### src/rtl/axis_rr_pkg.sv
// Shared helpers for the packet-level round-robin gather and distributor.
// sel_bits() sizes the grant pointer; next_sel() advances it with an
// explicit wrap so a non-power-of-2 stream count never reaches an
// out-of-range index.
package axis_rr_pkg;

    // Depth of the output register slice and the count value meaning "full".
    localparam int         SLICE_DEPTH    = 2;
    localparam logic [1:0] SLICE_FULL_CNT = 2'd2;

    // Width of a pointer that can name n streams; never narrower than 1 bit.
    function automatic int sel_bits(input int n);
        return (n <= 1) ? 1 : $clog2(n);
    endfunction

    // Next stream in rotating order: 0, 1, ..., n-1, 0, ...
    function automatic int unsigned next_sel(input int unsigned cur, input int unsigned n);
        return (cur == n - 32'd1) ? 32'd0 : cur + 32'd1;
    endfunction

endpackage

### src/rtl/axis_skid_buffer.sv
// Two-entry AXI-Stream register slice carrying tdata and tlast.
// The upstream ready is the inverse of a registered full flag, so there is
// no combinational path from i_m_tready to o_s_tready.
//
// Handshake: a beat moves on a port when its valid and ready are both high
// at a rising clk edge; valid never depends on ready, and o_m_tdata /
// o_m_tlast stay stable while o_m_tvalid is high and i_m_tready is low.
module axis_skid_buffer
    import axis_rr_pkg::*;
#(
    parameter int AXIS_BYTES = 1
) (
    input  logic                    clk,
    input  logic                    sresetn,
    // upstream side
    input  logic                    i_s_tvalid,
    output logic                    o_s_tready,
    input  logic [AXIS_BYTES*8-1:0] i_s_tdata,
    input  logic                    i_s_tlast,
    // downstream side
    output logic                    o_m_tvalid,
    input  logic                    i_m_tready,
    output logic [AXIS_BYTES*8-1:0] o_m_tdata,
    output logic                    o_m_tlast
);

    localparam int W = AXIS_BYTES * 8;

    logic [1:0]   r_count;
    logic         r_full;
    logic [W-1:0] r_head_data;
    logic         r_head_last;
    logic [W-1:0] r_tail_data;
    logic         r_tail_last;

    logic         w_push;
    logic         w_pop;
    logic [1:0]   w_count_next;

    assign o_s_tready = !r_full;
    assign o_m_tvalid = (r_count != 2'd0);
    assign o_m_tdata  = r_head_data;
    assign o_m_tlast  = r_head_last;

    assign w_push = i_s_tvalid && !r_full;
    assign w_pop  = (r_count != 2'd0) && i_m_tready;

    // Occupancy after this edge: a simultaneous push and pop cancel out.
    always_comb begin
        w_count_next = r_count;
        if (w_push && !w_pop) begin
            w_count_next = r_count + 2'd1;
        end else if (!w_push && w_pop) begin
            w_count_next = r_count - 2'd1;
        end
    end

    // Head always feeds the output; tail only holds a beat while full.
    always_ff @(posedge clk) begin
        if (!sresetn) begin
            r_count     <= 2'd0;
            r_full      <= 1'b0;
            r_head_data <= '0;
            r_head_last <= 1'b0;
            r_tail_data <= '0;
            r_tail_last <= 1'b0;
        end else begin
            r_count <= w_count_next;
            r_full  <= (w_count_next == SLICE_FULL_CNT);
            if (w_push) begin
                if (r_count == 2'd0 || (r_count == 2'd1 && w_pop)) begin
                    r_head_data <= i_s_tdata;
                    r_head_last <= i_s_tlast;
                end else begin
                    r_tail_data <= i_s_tdata;
                    r_tail_last <= i_s_tlast;
                end
            end
            if (w_pop && r_count == SLICE_FULL_CNT) begin
                r_head_data <= r_tail_data;
                r_head_last <= r_tail_last;
            end
        end
    end

endmodule

### src/rtl/axis_round_robin_gather.sv
// Packet-level round-robin gather: merges NUM_SLAVE_STREAMS AXI-Stream
// inputs into one output, one whole packet per input in rotating order
// 0, 1, ..., N-1, 0, ... so packets fanned out by the round-robin
// distributor come back in their original order.
//
// Optional build macro AXIS_RR_GATHER_SKIP_EN: work-conserving mode. While
// no packet is in flight the grant goes to the first valid input found
// scanning from sel; order preservation is then not guaranteed. Without the
// macro the order is strict and a stalled granted input stalls everything.
//
// Handshake: a beat moves on a port when its tvalid and tready are both high
// at a rising clk edge. Only the granted input ever sees tready high, and
// every tready is derived from registered state (plus the input tvalids in
// skip mode), never from axis_o_tready.
module axis_round_robin_gather
    import axis_rr_pkg::*;
#(
    parameter int AXIS_BYTES        = 1,
    parameter int NUM_SLAVE_STREAMS = 2
) (
    input  logic                                    clk,
    input  logic                                    sresetn,
    output logic [NUM_SLAVE_STREAMS-1:0]            axis_i_tready,
    input  logic [NUM_SLAVE_STREAMS-1:0]            axis_i_tvalid,
    input  logic [NUM_SLAVE_STREAMS-1:0]            axis_i_tlast,
    input  logic [NUM_SLAVE_STREAMS*AXIS_BYTES*8-1:0] axis_i_tdata,
    input  logic                                    axis_o_tready,
    output logic                                    axis_o_tvalid,
    output logic                                    axis_o_tlast,
    output logic [AXIS_BYTES*8-1:0]                 axis_o_tdata
);

    localparam int W        = AXIS_BYTES * 8;
    localparam int N        = NUM_SLAVE_STREAMS;
    localparam int SEL_BITS = sel_bits(NUM_SLAVE_STREAMS);

    logic [SEL_BITS-1:0] r_sel;
    logic [SEL_BITS-1:0] w_grant;
    logic                w_grant_vld;
    logic                w_in_valid;
    logic                w_in_last;
    logic [W-1:0]        w_in_data;
    logic                w_slice_ready;
    logic                w_accept;

`ifdef AXIS_RR_GATHER_SKIP_EN
    logic r_in_packet;

    // Mid-packet the grant is locked to sel; otherwise pick the first valid
    // input at offset 0, 1, ... from sel (scanned high to low so the
    // smallest offset wins).
    always_comb begin
        w_grant     = r_sel;
        w_grant_vld = r_in_packet;
        if (!r_in_packet) begin
            for (int off = N - 1; off >= 0; off--) begin
                for (int k = 0; k < N; k++) begin
                    if (k == (int'(r_sel) + off) % N && axis_i_tvalid[k]) begin
                        w_grant     = SEL_BITS'(k);
                        w_grant_vld = 1'b1;
                    end
                end
            end
        end
    end

    // First beat locks sel to the granted input; tlast releases the lock and
    // moves the scan start just past the input that was served.
    always_ff @(posedge clk) begin
        if (!sresetn) begin
            r_sel       <= '0;
            r_in_packet <= 1'b0;
        end else if (w_accept) begin
            if (w_in_last) begin
                r_in_packet <= 1'b0;
                r_sel       <= SEL_BITS'(next_sel(32'(w_grant), N));
            end else begin
                r_in_packet <= 1'b1;
                r_sel       <= w_grant;
            end
        end
    end
`else
    // Strict order: the grant is always the sel input, whatever the tvalids.
    always_comb begin
        w_grant     = r_sel;
        w_grant_vld = 1'b1;
    end

    // Advance to the next input only once a whole packet has been taken.
    always_ff @(posedge clk) begin
        if (!sresetn) begin
            r_sel <= '0;
        end else if (w_accept && w_in_last) begin
            r_sel <= SEL_BITS'(next_sel(32'(r_sel), N));
        end
    end
`endif

    // Route the granted input to the slice and raise only its tready; the
    // reset term keeps every tready low while sresetn is asserted.
    always_comb begin
        w_in_valid    = 1'b0;
        w_in_last     = 1'b0;
        w_in_data     = '0;
        axis_i_tready = '0;
        for (int k = 0; k < N; k++) begin
            if (w_grant == SEL_BITS'(k)) begin
                w_in_valid       = axis_i_tvalid[k];
                w_in_last        = axis_i_tlast[k];
                w_in_data        = axis_i_tdata[k*W +: W];
                axis_i_tready[k] = w_grant_vld && w_slice_ready && sresetn;
            end
        end
    end

    assign w_accept = w_grant_vld && w_in_valid && w_slice_ready && sresetn;

    axis_skid_buffer #(
        .AXIS_BYTES (AXIS_BYTES)
    ) u_slice (
        .clk        (clk),
        .sresetn    (sresetn),
        .i_s_tvalid (w_accept),
        .o_s_tready (w_slice_ready),
        .i_s_tdata  (w_in_data),
        .i_s_tlast  (w_in_last),
        .o_m_tvalid (axis_o_tvalid),
        .i_m_tready (axis_o_tready),
        .o_m_tdata  (axis_o_tdata),
        .o_m_tlast  (axis_o_tlast)
    );

endmodule
### config.mk
export PLATFORM = sky130hd
export DESIGN_NAME = axis_round_robin_gather
export DESIGN_NICKNAME = d
export VERILOG_FILES = /design/src/rtl/axis_rr_pkg.sv /design/src/rtl/axis_skid_buffer.sv /design/src/rtl/axis_round_robin_gather.sv
export SDC_FILE = /design/constraint.sdc
export NUM_CORES = 1
export LEC_CHECK = 0
export CORE_ASPECT_RATIO = 0.7
export CORE_MARGIN = 10
export CORE_UTILIZATION = 50
export CTS_CLUSTER_SIZE = 25
export DETAILED_ROUTE_END_ITERATION = 12
export PLACE_DENSITY = 0.83
export SKIP_LAST_GASP = 1
export SYNTH_ARGS = -nofsm -noshare
export SYNTH_HDL_FRONTEND = slang
export SYNTH_SLANG_ARGS = --single-unit
### constraint.sdc
create_clock -name clk -period 3.5 [get_ports clk]
set_clock_uncertainty 0.2 [all_clocks]
set_input_delay 0.525 -clock clk [delete_from_list [all_inputs] [get_ports clk]]
set_output_delay 0.525 -clock clk [all_outputs]
set_load 0.02 [all_outputs]
## Word level (Yosys, flattened, before mapping)

Cells that the tools add are included.

- Output and inout port bits: 12
- Register bits after elaboration: 22
- Logic and storage cells: 48
- Input port bits: 23

- Bitwise logic cells: 1
- Add/subtract/negate cells: 3
- Reductions and logical operators: 20
- Equal/unequal tests: 3
- Muxes and demuxes: 14

Operators by type and width:

| kind | number |
|---|---|
| $mux 8 | 4 |
| $logic_and 1x1->1 | 10 |
| $mux 1 | 8 |
| $reduce_bool 2->1 | 3 |
| $eq 2x2->1 const B | 2 |
| $mux 2 | 2 |
| $reduce_and 2->1 | 2 |
| $logic_not 1->1 | 3 |
| $add 2x1->2 const B | 1 |
| $eq 2x1->1 const B | 1 |
| $logic_not 2->1 | 1 |
| $sub 2x1->2 const B | 1 |
| $add 1x1->1 const B | 1 |
| $logic_or 1x1->1 | 1 |
| $not 1->1 | 1 |

## Depth between registers and ports, before layout

Gate-level depths: netlist of the first run.

- Word-level depth: 9
- Mapped depth: 8
- Gate-level depth less buffers: 6

## Hierarchy

Synthesis of the first run repeated with hierarchy kept, for this count alone.

- Cells, all modules: 138
- Area total of the unflattened synthesis: 1173.6 µm²

By module, submodules not included:

| module | cells an instance | instances | area an instance (µm²) | seq. area each (µm²) |
|---|---|---|---|---|
| axis_skid_buffer | 119 | 1 | 984.7 | 420.4 |
| axis_round_robin_gather | 19 | 1 | 188.9 | 20.0 |

## Least setup slack after synthesis of the first run

No wires, ideal clock.

- Path type: reg-to-reg
- Start point: reg u_slice.r_count[1]
- End point: reg u_slice.r_head_data[0], in the netlist u_slice.o_m_tdata[0]
- Path buffers: 2
- Data arrival time: 1.563 ns
- Setup time: 0.083 ns
- Stages on the path, launching flop included: 9
- Data required time: 3.217 ns
- Slack: 1.654 ns
- Period minus slack after synthesis: 1.846 ns
- Path through: dfxtp_1 > inv_1 > ha_1 > inv_1 > a211o_1 > buf_6 > and2_4 > buf_6 > o31ai_4

- Longest elaborated chain between the ends: 6
- Elaborated cells on any way between the ends: 12
- Classes of those cells: eq/ne: 2; mux: 1; reduce/logical: 9

Ends and longest elaborated chain:

| item | line | text |
|---|---|---|
| start: declaration | axis_skid_buffer.sv:29 | `logic [1:0] r_count;` |
| start signal: assignment | axis_skid_buffer.sv:68 | `r_count <= w_count_next;` |
| $reduce_bool 2->1 (*) | - |  |
| net axis_o_tvalid | axis_round_robin_gather.sv:28 | `output logic axis_o_tvalid,` |
| $logic_and 1x1->1 (*) | axis_skid_buffer.sv:46 | `assign w_pop = (r_count != 2'd0) && i_m_tready;` |
| $logic_and 1x1->1 | axis_skid_buffer.sv:71 | `if (r_count == 2'd0 \|\| (r_count == 2'd1 && w_pop)) begin` |
| $logic_or 1x1->1 | axis_skid_buffer.sv:71 |  |
| $reduce_bool 2->1 (no source line) | - |  |
| $reduce_and 2->1 (no source line) | - |  |
| end signal: assignment | axis_skid_buffer.sv:72 | `r_head_data <= i_s_tdata;` |
| end signal: assignment | axis_skid_buffer.sv:80 | `r_head_data <= r_tail_data;` |
| end: declaration | axis_skid_buffer.sv:31 | `logic [W-1:0] r_head_data;` |

Mark *: on every way through the listed nets, which the timed path passes. The rest lies on a longest branch.
A chain may end at the register's enable or synchronous reset.

## Worst setup path after layout of the first run

- Start point: in sresetn
- End point: out axis_i_tready[0]

- Longest elaborated chain between the ends: 2

Ends and longest elaborated chain:

| item | line | text |
|---|---|---|
| start: declaration | axis_round_robin_gather.sv:22 | `input logic sresetn,` |
| $logic_and 1x1->1 | axis_round_robin_gather.sv:112 | `axis_i_tready[k] = w_grant_vld && w_slice_ready && sresetn;` |
| $mux 1 | axis_round_robin_gather.sv:108 | `if (w_grant == SEL_BITS'(k)) begin` |
| end: declaration | axis_round_robin_gather.sv:23 | `output logic [NUM_SLAVE_STREAMS-1:0] axis_i_tready,` |

No other way between the ends.

==> results of run 1 <==
==> final cells by class <==
type                            count  area, µm²  area share
Timing Repair Buffer               37        363       0.229
Multi-Input combinational cell     90        689       0.435
Tap cell                           32       40.0      0.0253
Sequential cell                    22        440       0.278
Clock buffer                        4       36.3      0.0229
Inverter                            4       15.0     0.00948
==> per-layer routing <==
metal / GRT usage / vias to the layer above / wire [µm]
li1: - / 537 / -
met1: 0.162 / 489 / 1450
met2: 0.195 / 37 / 1300
met5: 0 / - / 0
met4: 0.0153 / 0 / 15
met3: 0.0509 / 3 / 196
==> report_power, final <==
group | leakage, nW | internal, W | switching [W]
registers | 0.179 | 0.000302 | 0.0000301
logic | 0.365 | 0.000184 | 0.000242
clock network | 0.0210 | 0.0000637 | 0.0000776
==> synth_stat cells (2+ instances only) <==
library cell  count
mux2_2            2
a21oi_1           7
buf_6             2
nor2_1           11
nor2b_1           2
mux2i_1          12
inv_1             4
a211oi_1          9
nand2_1           3
nand4_1           9
and2_1            2
o31ai_2           8
buf_2             4
ha_1              3
clkbuf_1          6
dfxtp_1          22
xnor2_1           2
nor3_1            2
a31oi_1           8
==> state kept, by name, summed over array words and instances (netlist names) <==
signal               flops
u_slice.o_m_tdata        8
u_slice.r_tail_data      8
u_slice.r_count          2
r_sel                    1
u_slice.o_m_tlast        1
u_slice.r_full           1
u_slice.r_tail_last      1
==> logic make-up after synthesis <==
kind of cell             Yosys count  share of synthesized area
buffers and inverters             17                     0.0719
AO/OA/AOI/OAI                     36                      0.244
AND/OR/NAND/NOR                   34                      0.151
flip-flops                        22                      0.362
multiplexers                      15                      0.126
XOR/XNOR                           2                     0.0144
adder cells (fa/ha/maj)            3                     0.0308
==> worst max path at each step <==
stage,start,to,slack (ns),depth (start not counted)
2_1_floorplan,u_slice.r_count[1]$_SDFF_PN0_,u_slice.o_m_tdata[0]$_SDFFE_PN0P_,1.65,8
3_3_place_gp,sresetn,axis_i_tready[0],0.79,5
3_5_place_dp,sresetn,axis_i_tready[0],0.75,5
4_1_cts,sresetn,axis_i_tready[0],0.74,5
5_1_grt,sresetn,axis_i_tready[0],0.68,5
6_report,sresetn,axis_i_tready[0],0.75,5
==> through the flow <==
step / worst slack [ns] / cell area, µm² / std cells / util / hold slack (ns)
detailed placement: 0.749 / 1550 / 185 / 0.696 / 0.284
CTS: 0.742 / 1580 / 189 / 0.712 / 0.300
global placement: 0.790 / 1550 / 185 / 0.696 / 0.273
global route: 0.678 / 1580 / 189 / 0.712 / 0.320
finish: 0.750 / 1580 / 189 / 0.712 / 0.296
floorplan: 1.65 / 1220 / 129 / - / 0.260
==> placed cells by master, fill, tap and decap left out <==
cell / instances
a31oi_1: 8
mux2_1: 1
clkdlybuf4s50_1: 34
o31ai_4: 1
mux2_2: 2
ha_1: 3
and4_1: 1
nor4_1: 1
buf_4: 3
o31a_1: 1
clkbuf_8: 1
mux2i_1: 12
a211o_1: 1
a211oi_1: 9
o21ai_0: 1
nand4_1: 9
nor2b_1: 2
and2_4: 1
nor2_1: 11
a21oi_1: 7
nand2_1: 3
nor3_1: 2
nand2b_1: 1
and2_1: 2
dfxtp_1: 22
inv_1: 4
and4b_1: 1
clkbuf_4: 3
o31ai_2: 8
xnor2_1: 2
==> worst max-delay path: stages <==
cell and delay [ns]:
clkdlybuf4s50_1 0.47, buf_4 0.18, nand2b_1 0.13, nor2_1 0.10
clkdlybuf4s50_1 0.61
==> reports/qor.yml, run 1 <==
global_route:
  gr-usage-all-layers: 0.124
  gr-total-overflow: 0
  grt_max_degree: 22
  grt_pass1_wl_mm: 4.85
  antenna_found_initial: 0
  first_global_vias: 1000
clocking:
  postCtsSetupBuffers: 0
  h-tree-depth: 1
  root_buffer: "clkbuf_4"
  cts_buffers: 3
  clk_latency_ns: 0.32
  cts_sinks: 22
  cts_hold_buf: 0
  clockBufferDepth: 2
  ctsResizeCount: 0
  clk_pin_slew_ns: 0.12
  cts_tree: "built"
worst_hold_path:
  hold_class: "register to register"
  min_from: "u_slice.o_m_tdata[6]$_SDFFE_PN0P_"
  holdPathStages: 2
  worstHoldEndpoint: "u_slice.o_m_tdata[6]$_SDFFE_PN0P_"
power:
  power_density_nw_per_um2: 568
  leakagePower_nw: 0.565
  power_w: 0.000899
  peakVddDrop_v: 0.000295
sta:
  relSlewSlack: 0.443
  layout_min_cycle_time_ns: 2.75
  hold_viol: 0
  setup_tns_ns: 0
  fmax_mhz: 364
  tightestPinTransition_ns: 0.834
  finalSetupViolCount: 0
  rsz0062_at_grt: "false"
  finalCritPeriodShare: 0.786
  drv_slew: 0
placed_design:
  portBuffers: 34
  post-dp-hpwl_mm: 2.35
  gp_congestion: 0.890
synth:
  synth.top_cell.area_share: 0.362
  ys_async_sr_fraction: 0
  yosys_warnings: 0
  syn_avg_cell_area_um2: 9.44
  synth_top_flop_cell: "dfxtp_1"
  ys_ff_latch: 22
  synth-edff-count: 0
  synth_area_um2: 1220
  syn_nets: 155
  synth_top_cell_by_area: "dfxtp_1"
  synth_area_leaders: "dfxtp_1 36%, mux2i_1 9.9%, o31ai_2 8.2%, a211oi_1 5.5%, nand4_1 4.6%"
  synthCells: 129
  synth_cell_type_count: 30
  yosysSeqAreaShare: 0.362
die:
  dieArea_um2: 4840
  ioPinCount: 35
  die-width_um: 79.0
  core-area_um2: 2220
  start_util: 0.547
  rows: 14
  die_h_um: 61.3
route:
  ant_nets: 0
  drt_iter0_drc: 111
  via_per_inst: 5.64
  wire_per_inst_um: 15.7
  vias: 1066
  first_pass_iters: 4
  drt_wl_total_mm: 2.96
  drc_errors: 0
setup_path:
  required_ns: 2.77
  path_max_fanout: 12
  rr_worst_depth: 6
  endpoint_kind: "output pin"
  reg2reg_from: "u_slice.r_count[1]$_SDFF_PN0_"
  cp_data_arrival_time_ns: 2.02
  r2r_slack_ns: 1.27
  start_kind: "input pin"
  crit_type: "input pin to output pin"
  r2r_end: "u_slice.o_m_tdata[7]$_SDFFE_PN0P_"
finish:
  areaGrowthSynthToFinish_pct: 30.1
  fill_cells: 185
  drive_gt1_frac: 0.121
  diodes: 0
  nets: 184
flow_run:
  maxCapViolCount: 0
run_status:
  outcome: "complete, no violations"
Note: power is estimated with default switching activity, not from simulation.
==> inputs of run 2 (changes only) <==
Settings changed: CORE_UTILIZATION 50 to 47, PLACE_DENSITY 0.83 to 0.79.
Clock period 3.5 ns to 2.9 ns, I/O delays scaled along.
==> run 2 against run 1 <==
Net effect: utilization shrank 5.6 points; design area up 1.8%; die area increased by 4.5%; combinational power up 24%; flip-flop and latch count stayed put; clock-buffer cell count unchanged; via count increased by 2.3%; critical path type unchanged.
==> reports/qor.yml, run 2 (same netlist as run 1, synthesis figures left out) <==
run_status:
  outcome: "complete, no violations"  # unchanged
clocking:
  root_buffer: "clkbuf_8"  # was clkbuf_4
  cts_tree: "built"  # unchanged
  clk_latency_ns: 0.27  # was 0.32 ns
  h-tree-depth: 1  # unchanged
  ctsResizeCount: 0  # unchanged
  clockBufferDepth: 2  # unchanged
  cts_sinks: 22  # unchanged
  cts_buffers: 3  # unchanged
  postCtsSetupBuffers: 0  # unchanged
  cts_hold_buf: 0  # unchanged
  clk_pin_slew_ns: 0.09  # was 0.12 ns
setup_path:
  cpPeakStageDelay_ns: 0.60  # was 0.61 ns
  crit_buf_inv: 2  # was 3
  path_max_fanout: 4  # was 12
  crit_family: "buffers and inverters"  # unchanged
  start_kind: "input pin"  # unchanged
  endpoint_kind: "output pin"  # unchanged
  crit_chain: "clkdlybuf4s50_1 > nor2b_1 > and2_1 > clkdlybuf4s50_1"  # was clkdlybuf4s50_1 > buf_4 > nand2b_1 > nor2_1 > clkdlybuf4s50_1
  cpMostUsedCell: "clkdlybuf4s50_1"  # unchanged
  required_ns: 2.27  # was 2.77 ns
  critPathSlowestCell: "clkdlybuf4s50_1"  # unchanged
  cp_data_arrival_time_ns: 2.00  # was 2.02 ns
  crit_type: "input pin to output pin"  # unchanged
finish:
  drive_gt1_frac: 0.127  # was 0.121
  layout_common_cells: "34 x clkdlybuf4s50_1, 22 x dfxtp_1, 12 x mux2i_1, 11 x nor2_1"  # unchanged
  fill_cells: 222  # was 185
  nets: 185  # was 184
  areaGrowthSynthToFinish_pct: 32.5  # was 30.1%
  diodes: 0  # unchanged
  final_area_um2: 1610  # was 1580 µm²
  final_common_cell: "clkdlybuf4s50_1"  # unchanged
worst_hold_path:
  hold_class: "register to register"  # unchanged
sta:
  setup_tns_ns: 0  # unchanged
  holdWs_ns: 0.294  # was 0.296 ns
  drv_slew: 0  # unchanged
  hold_viol: 0  # unchanged
  finalSetupViolCount: 0  # unchanged
  fmax_mhz: 380
  finalCritPeriodShare: 0.908
  layout_min_cycle_time_ns: 2.63
  rsz0062_at_grt: "false"  # unchanged
  relSlewSlack: 0.617  # was 0.443
  tightestPinTransition_ns: 0.574  # was 0.834 ns
  setup_ws_ns: 0.267  # was 0.750 ns
power:
  leakagePower_nw: 0.578  # was 0.565 nW
  peakVddDrop_v: 0.000286  # was 0.000295 V
  power_density_nw_per_um2: 716  # was 568 nW/µm²
route:
  ant_nets: 0  # unchanged
  first_pass_iters: 4  # unchanged
  via_per_inst: 5.68  # was 5.64
  drc_errors: 0  # unchanged
  drt_wl_total_mm: 3.18  # was 2.96 mm
  vias: 1090  # was 1066
  drt_iter0_drc: 105  # was 111
  wire_per_inst_um: 16.6  # was 15.7 µm
global_route:
  gr-max-usage-layer: "met2"  # unchanged
  globalRouteMet3Util: 0.0503  # was 0.0509
  grt_max_degree: 22  # unchanged
  antenna_found_initial: 0  # unchanged
  grt.met1_usage: 0.153  # was 0.162
  grt_use_met2: 0.206  # was 0.195
  gr-usage-all-layers: 0.126  # was 0.124
  first_global_vias: 1078  # was 1000
  gr-total-overflow: 0  # unchanged
  grt_pass1_wl_mm: 5.18  # was 4.85 mm
die:
  die_h_um: 62.6  # was 61.3 µm
  rows: 15  # was 14
  start_util: 0.495  # was 0.547
  die-width_um: 80.8  # was 79.0 µm
  ioPinCount: 35  # unchanged
  dieArea_um2: 5060  # was 4840 µm²
  core-area_um2: 2460  # was 2220 µm²
placed_design:
  post-dp-hpwl_mm: 2.44  # was 2.35 mm
  gp_congestion: 0.809  # was 0.890
  pre_cts_ws_ns: 0.252  # was 0.749 ns
  post_dp_cell_area_um2: 1560  # was 1550 µm²
  portBuffers: 34  # unchanged
flow_run:
  maxCapViolCount: 0  # unchanged
-- run 2: cell count changes in the layout (fill, tap and decap cells not counted), sizes merged --
cell,before,now
buf,3,4
-- run 2: worst reg2reg max path, cell delays in order (launching register included) --
cell	delay (ns)
dfxtp_1	0.39
inv_1	0.12
ha_1	0.22
nor2b_1	0.34
nand2_1	0.37
and2_4	0.33
o31ai_2	0.22
-- run 2: worst paths after layout --
path | slack (ns) | depth (start not counted) | startpoint | end
setup / recovery | 0.27 | 4 | sresetn | axis_i_tready[1]
hold reg to reg | 0.29 | 2 | u_slice.o_m_tdata[6]$_SDFFE_PN0P_ | u_slice.o_m_tdata[6]$_SDFFE_PN0P_
setup reg to reg | 0.64 | 6 | u_slice.r_count[1]$_SDFF_PN0_ | u_slice.o_m_tdata[2]$_SDFFE_PN0P_
hold / removal | 0.29 | 2 | u_slice.o_m_tdata[6]$_SDFFE_PN0P_ | u_slice.o_m_tdata[6]$_SDFFE_PN0P_
-- run 2: per-layer routing --
| metal | up-vias | share of wire | routed length [µm] |
|---|---|---|---|
| li1 | 536 | - | - |
| met1 | 515 | 0.44 | 1400 |
| met2 | 33 | 0.48 | 1520 |
| met3 | 6 | 0.074 | 234 |
| met4 | 0 | 0.0082 | 26 |
| met5 | - | 0 | 0 |
-- run 2: cell type report --
cell class | instances | area [µm²] | area share
clock buffers | 4 | 55.1 | 0.0341
inverters | 4 | 15.0 | 0.00931
multi-input cells | 90 | 689 | 0.427
flip-flops and latches | 22 | 440 | 0.273
well taps | 34 | 42.5 | 0.0264
repair buffers | 38 | 370 | 0.230
-- run 2: per-stage QoR --
stage	total power (W)	cells	util
global placement	0.000902	188	0.634
CTS	0.00115	192	0.656
detailed placement	0.000928	188	0.634
floorplan	0.000770	129	-
finish	0.00115	192	0.656
global route	0.00123	192	0.656
-- run 2: report_power, final --
part	internal [W]	switching [W]	total, W
combinational	0.000225	0.000303	0.000528
sequential	0.000364	0.0000373	0.000402
clock	0.000121	0.000103	0.000224
total	0.000711	0.000443	0.00115
==> inputs of run 3 (changes only) <==
Settings changed: ABC_AREA set to 1, CORE_UTILIZATION 47 to 46, PLACE_DENSITY 0.79 to 0.78.
==> run 3 against run 2 <==
Net effect: clock-buffer cell count is the same; flip-flop and latch count did not move; critical path depth increased by 2; first-iteration DRC count shrank 30%; synthesized cell count is 41% higher; design area about the same; final cell count increased by 30%; maximum frequency increased by 2.9%.
==> reports/qor.yml, run 3 <==
global_route:
  grt_pass1_wl_mm: 5.50  # was 5.18 mm
  antenna_found_initial: 0  # unchanged
  gr-max-usage-layer: "met2"  # unchanged
  first_global_vias: 1255  # was 1078
  grt.met1_usage: 0.150  # was 0.153
  globalRouteMet3Util: 0.0388  # was 0.0503
  grt_max_degree: 14  # was 22
  gr-total-overflow: 0  # unchanged
  gr-usage-all-layers: 0.130  # was 0.126
  grt_use_met2: 0.219  # was 0.206
synth:
  synth.cells.most_frequent: "64 x nand2_1, 23 x nor2_1, 22 x dfxtp_1"  # was 22 x dfxtp_1, 12 x mux2i_1, 11 x nor2_1
  synth_area_um2: 1190  # was 1220 µm²
  synth.top_cell.area_share: 0.371  # was 0.362
  synth.most_common_cell: "nand2_1"  # was dfxtp_1
  synth_cell_type_count: 20  # was 30
  syn_nets: 208  # was 155
  synth_top_flop_cell: "dfxtp_1"  # unchanged
  ys_ff_latch: 22  # unchanged
  synthCells: 182  # was 129
  yosys_warnings: 0  # unchanged
  synth_top_cell_by_area: "dfxtp_1"  # unchanged
  synth_area_leaders: "dfxtp_1 37%, nand2_1 20%, o21ai_0 8.0%, nor2_1 7.3%, nand3_1 4.6%"  # was dfxtp_1 36%, mux2i_1 9.9%, o31ai_2 8.2%, a211oi_1 5.5%, nand4_1 4.6%
  ys_async_sr_fraction: 0  # unchanged
  synth-edff-count: 0  # unchanged
  yosysSeqAreaShare: 0.371  # was 0.362
  syn_avg_cell_area_um2: 6.52  # was 9.44 µm²
route:
  ant_nets: 0  # unchanged
  via_per_inst: 4.98  # was 5.68
  first_pass_iters: 4  # unchanged
  drt_wl_total_mm: 3.27  # was 3.18 mm
  vias: 1246  # was 1090
  drc_errors: 0  # unchanged
  wire_per_inst_um: 13.1  # was 16.6 µm
  drt_iter0_drc: 73  # was 105
setup_path:
  crit_chain: "clkdlybuf4s50_1 > inv_1 > nor2_4 > inv_1 > nor2_1 > clkdlybuf4s50_1"  # was clkdlybuf4s50_1 > nor2b_1 > and2_1 > clkdlybuf4s50_1
  cp_data_arrival_time_ns: 1.92  # was 2.00 ns
  required_ns: 2.27  # about the same
  path_max_fanout: 3  # was 4
  critPathSlowestCell: "clkdlybuf4s50_1"  # unchanged
  endpoint_kind: "output pin"  # unchanged
  start_kind: "input pin"  # unchanged
  cpPeakStageDelay_ns: 0.64  # was 0.60 ns
  crit_type: "input pin to output pin"  # unchanged
finish:
  layout_common_cells: "64 x nand2_1, 34 x clkdlybuf4s50_1, 23 x nor2_1, 22 x dfxtp_1, 19 x o21ai_0"  # was 34 x clkdlybuf4s50_1, 22 x dfxtp_1, 12 x mux2i_1, 11 x nor2_1
  diodes: 0  # unchanged
  final_area_um2: 1610  # about the same
  drive_gt1_frac: 0.0741  # was 0.127
  nets: 243  # was 185
  final_common_cell: "nand2_1"  # was clkdlybuf4s50_1
  fill_cells: 228  # was 222
  areaGrowthSynthToFinish_pct: 35.9  # was 32.5%
clocking:
  h-tree-depth: 1  # unchanged
  cts_hold_buf: 0  # unchanged
  postCtsSetupBuffers: 0  # unchanged
  clockBufferDepth: 2  # unchanged
  cts_tree: "built"  # unchanged
  clk_latency_ns: 0.26  # was 0.27 ns
  cts_buffers: 3  # unchanged
  ctsResizeCount: 0  # unchanged
  clk_pin_slew_ns: 0.08  # was 0.09 ns
  root_buffer: "clkbuf_8"  # unchanged
  cts_sinks: 22  # unchanged
placed_design:
  post-dp-hpwl_mm: 2.59  # was 2.44 mm
  gp_congestion: 0.831  # was 0.809
  portBuffers: 34  # unchanged
  post_dp_cell_area_um2: 1560  # about the same
die:
  dieArea_um2: 5040  # was 5060 µm²
  core-area_um2: 2460  # unchanged
  die-width_um: 80.7  # was 80.8 µm
  rows: 15  # unchanged
  die_h_um: 62.5  # was 62.6 µm
  start_util: 0.482  # was 0.495
  ioPinCount: 35  # unchanged
sta:
  rsz0062_at_grt: "false"  # unchanged
  fmax_mhz: 391  # was 380 MHz
  relSlewSlack: 0.743  # was 0.617
  finalCritPeriodShare: 0.883  # was 0.908
  setup_tns_ns: 0  # unchanged
  finalSetupViolCount: 0  # unchanged
  layout_min_cycle_time_ns: 2.56  # was 2.63 ns
  hold_viol: 0  # unchanged
  drv_slew: 0  # unchanged
  tightestPinTransition_ns: 0.385  # was 0.574 ns
flow_run:
  maxCapViolCount: 0  # unchanged
worst_hold_path:
  hold_class: "register to register"  # unchanged
power:
  leakagePower_nw: 0.735  # was 0.578 nW
  peakVddDrop_v: 0.000375  # was 0.000286 V
  power_density_nw_per_um2: 766  # was 716 nW/µm²
run_status:
  outcome: "complete, no violations"  # unchanged
-- run 3: changes by cell type in the layout (fill, tap and decap cells not counted), moves of 9 or more --
cell      before  now
nand3_1        0   11
a211oi_1       9    0
o21ai_0        1   19
nor2_1        11   23
mux2i_1       12    0
inv_1          4   13
nand2_1        3   64
-- run 3: kinds of logic after synthesis --
logic type	count (synthesis)	share of synthesized area
flops	22	0.371
compound gates	32	0.154
fa+ha+maj	3	0.0316
buf+inv	22	0.0770
simple gates	103	0.366
-- run 3: cell type report --
type | instances | area [µm²] | area share
tap | 34 | 42.5 | 0.0264
clock buffer | 4 | 55.1 | 0.0342
timing repair buffer | 37 | 363 | 0.225
multi-input combinational | 138 | 654 | 0.406
sequential | 22 | 440 | 0.273
inverter | 15 | 56.3 | 0.0349
-- run 3: worst max-delay path, delay by kind of cell --
family	cells	cell delay (ns)
and+or+nand+nor	2	0.23
buffers and inverters	4	1.26
-- run 3: final timing paths --
path | startpoint | cells past startpoint | slack (ns) | endpoint
worst min-delay path | u_slice.r_tail_data[0]$_SDFFE_PN0P_ | 2 | 0.29 | u_slice.r_tail_data[0]$_SDFFE_PN0P_
worst max register to register | u_slice.r_count[0]$_SDFF_PN0_ | 10 | 0.73 | u_slice.o_m_tdata[3]$_SDFFE_PN0P_
worst min register to register | u_slice.r_tail_data[0]$_SDFFE_PN0P_ | 2 | 0.29 | u_slice.r_tail_data[0]$_SDFFE_PN0P_
worst max-delay path | sresetn | 6 | 0.34 | axis_i_tready[0]
-- run 3: metrics by stage --
step	util	setup WS [ns]	hold slack, ns	power, W	std cells
floorplan	-	1.18	0.250	0.000811	182
detailed placement	0.633	0.322	0.278	0.00102	246
global placement	0.633	0.412	0.257	0.000997	246
CTS	0.655	0.321	0.287	0.00124	250
finish	0.655	0.340	0.287	0.00123	250
global route	0.655	0.259	0.311	0.00132	250
-- run 3: routing by layer --
metal | wire (µm) | vias to the layer above
met4 | 28 | 0
met5 | 0 | -
met2 | 1590 | 51
met1 | 1370 | 549
li1 | - | 644
met3 | 271 | 2
-- run 3: where the power goes --
group / switching, W / internal, W
combinational: 0.000376 / 0.000229
clock: 0.0000956 / 0.000121
sequential: 0.0000391 / 0.000373
total: 0.000511 / 0.000724
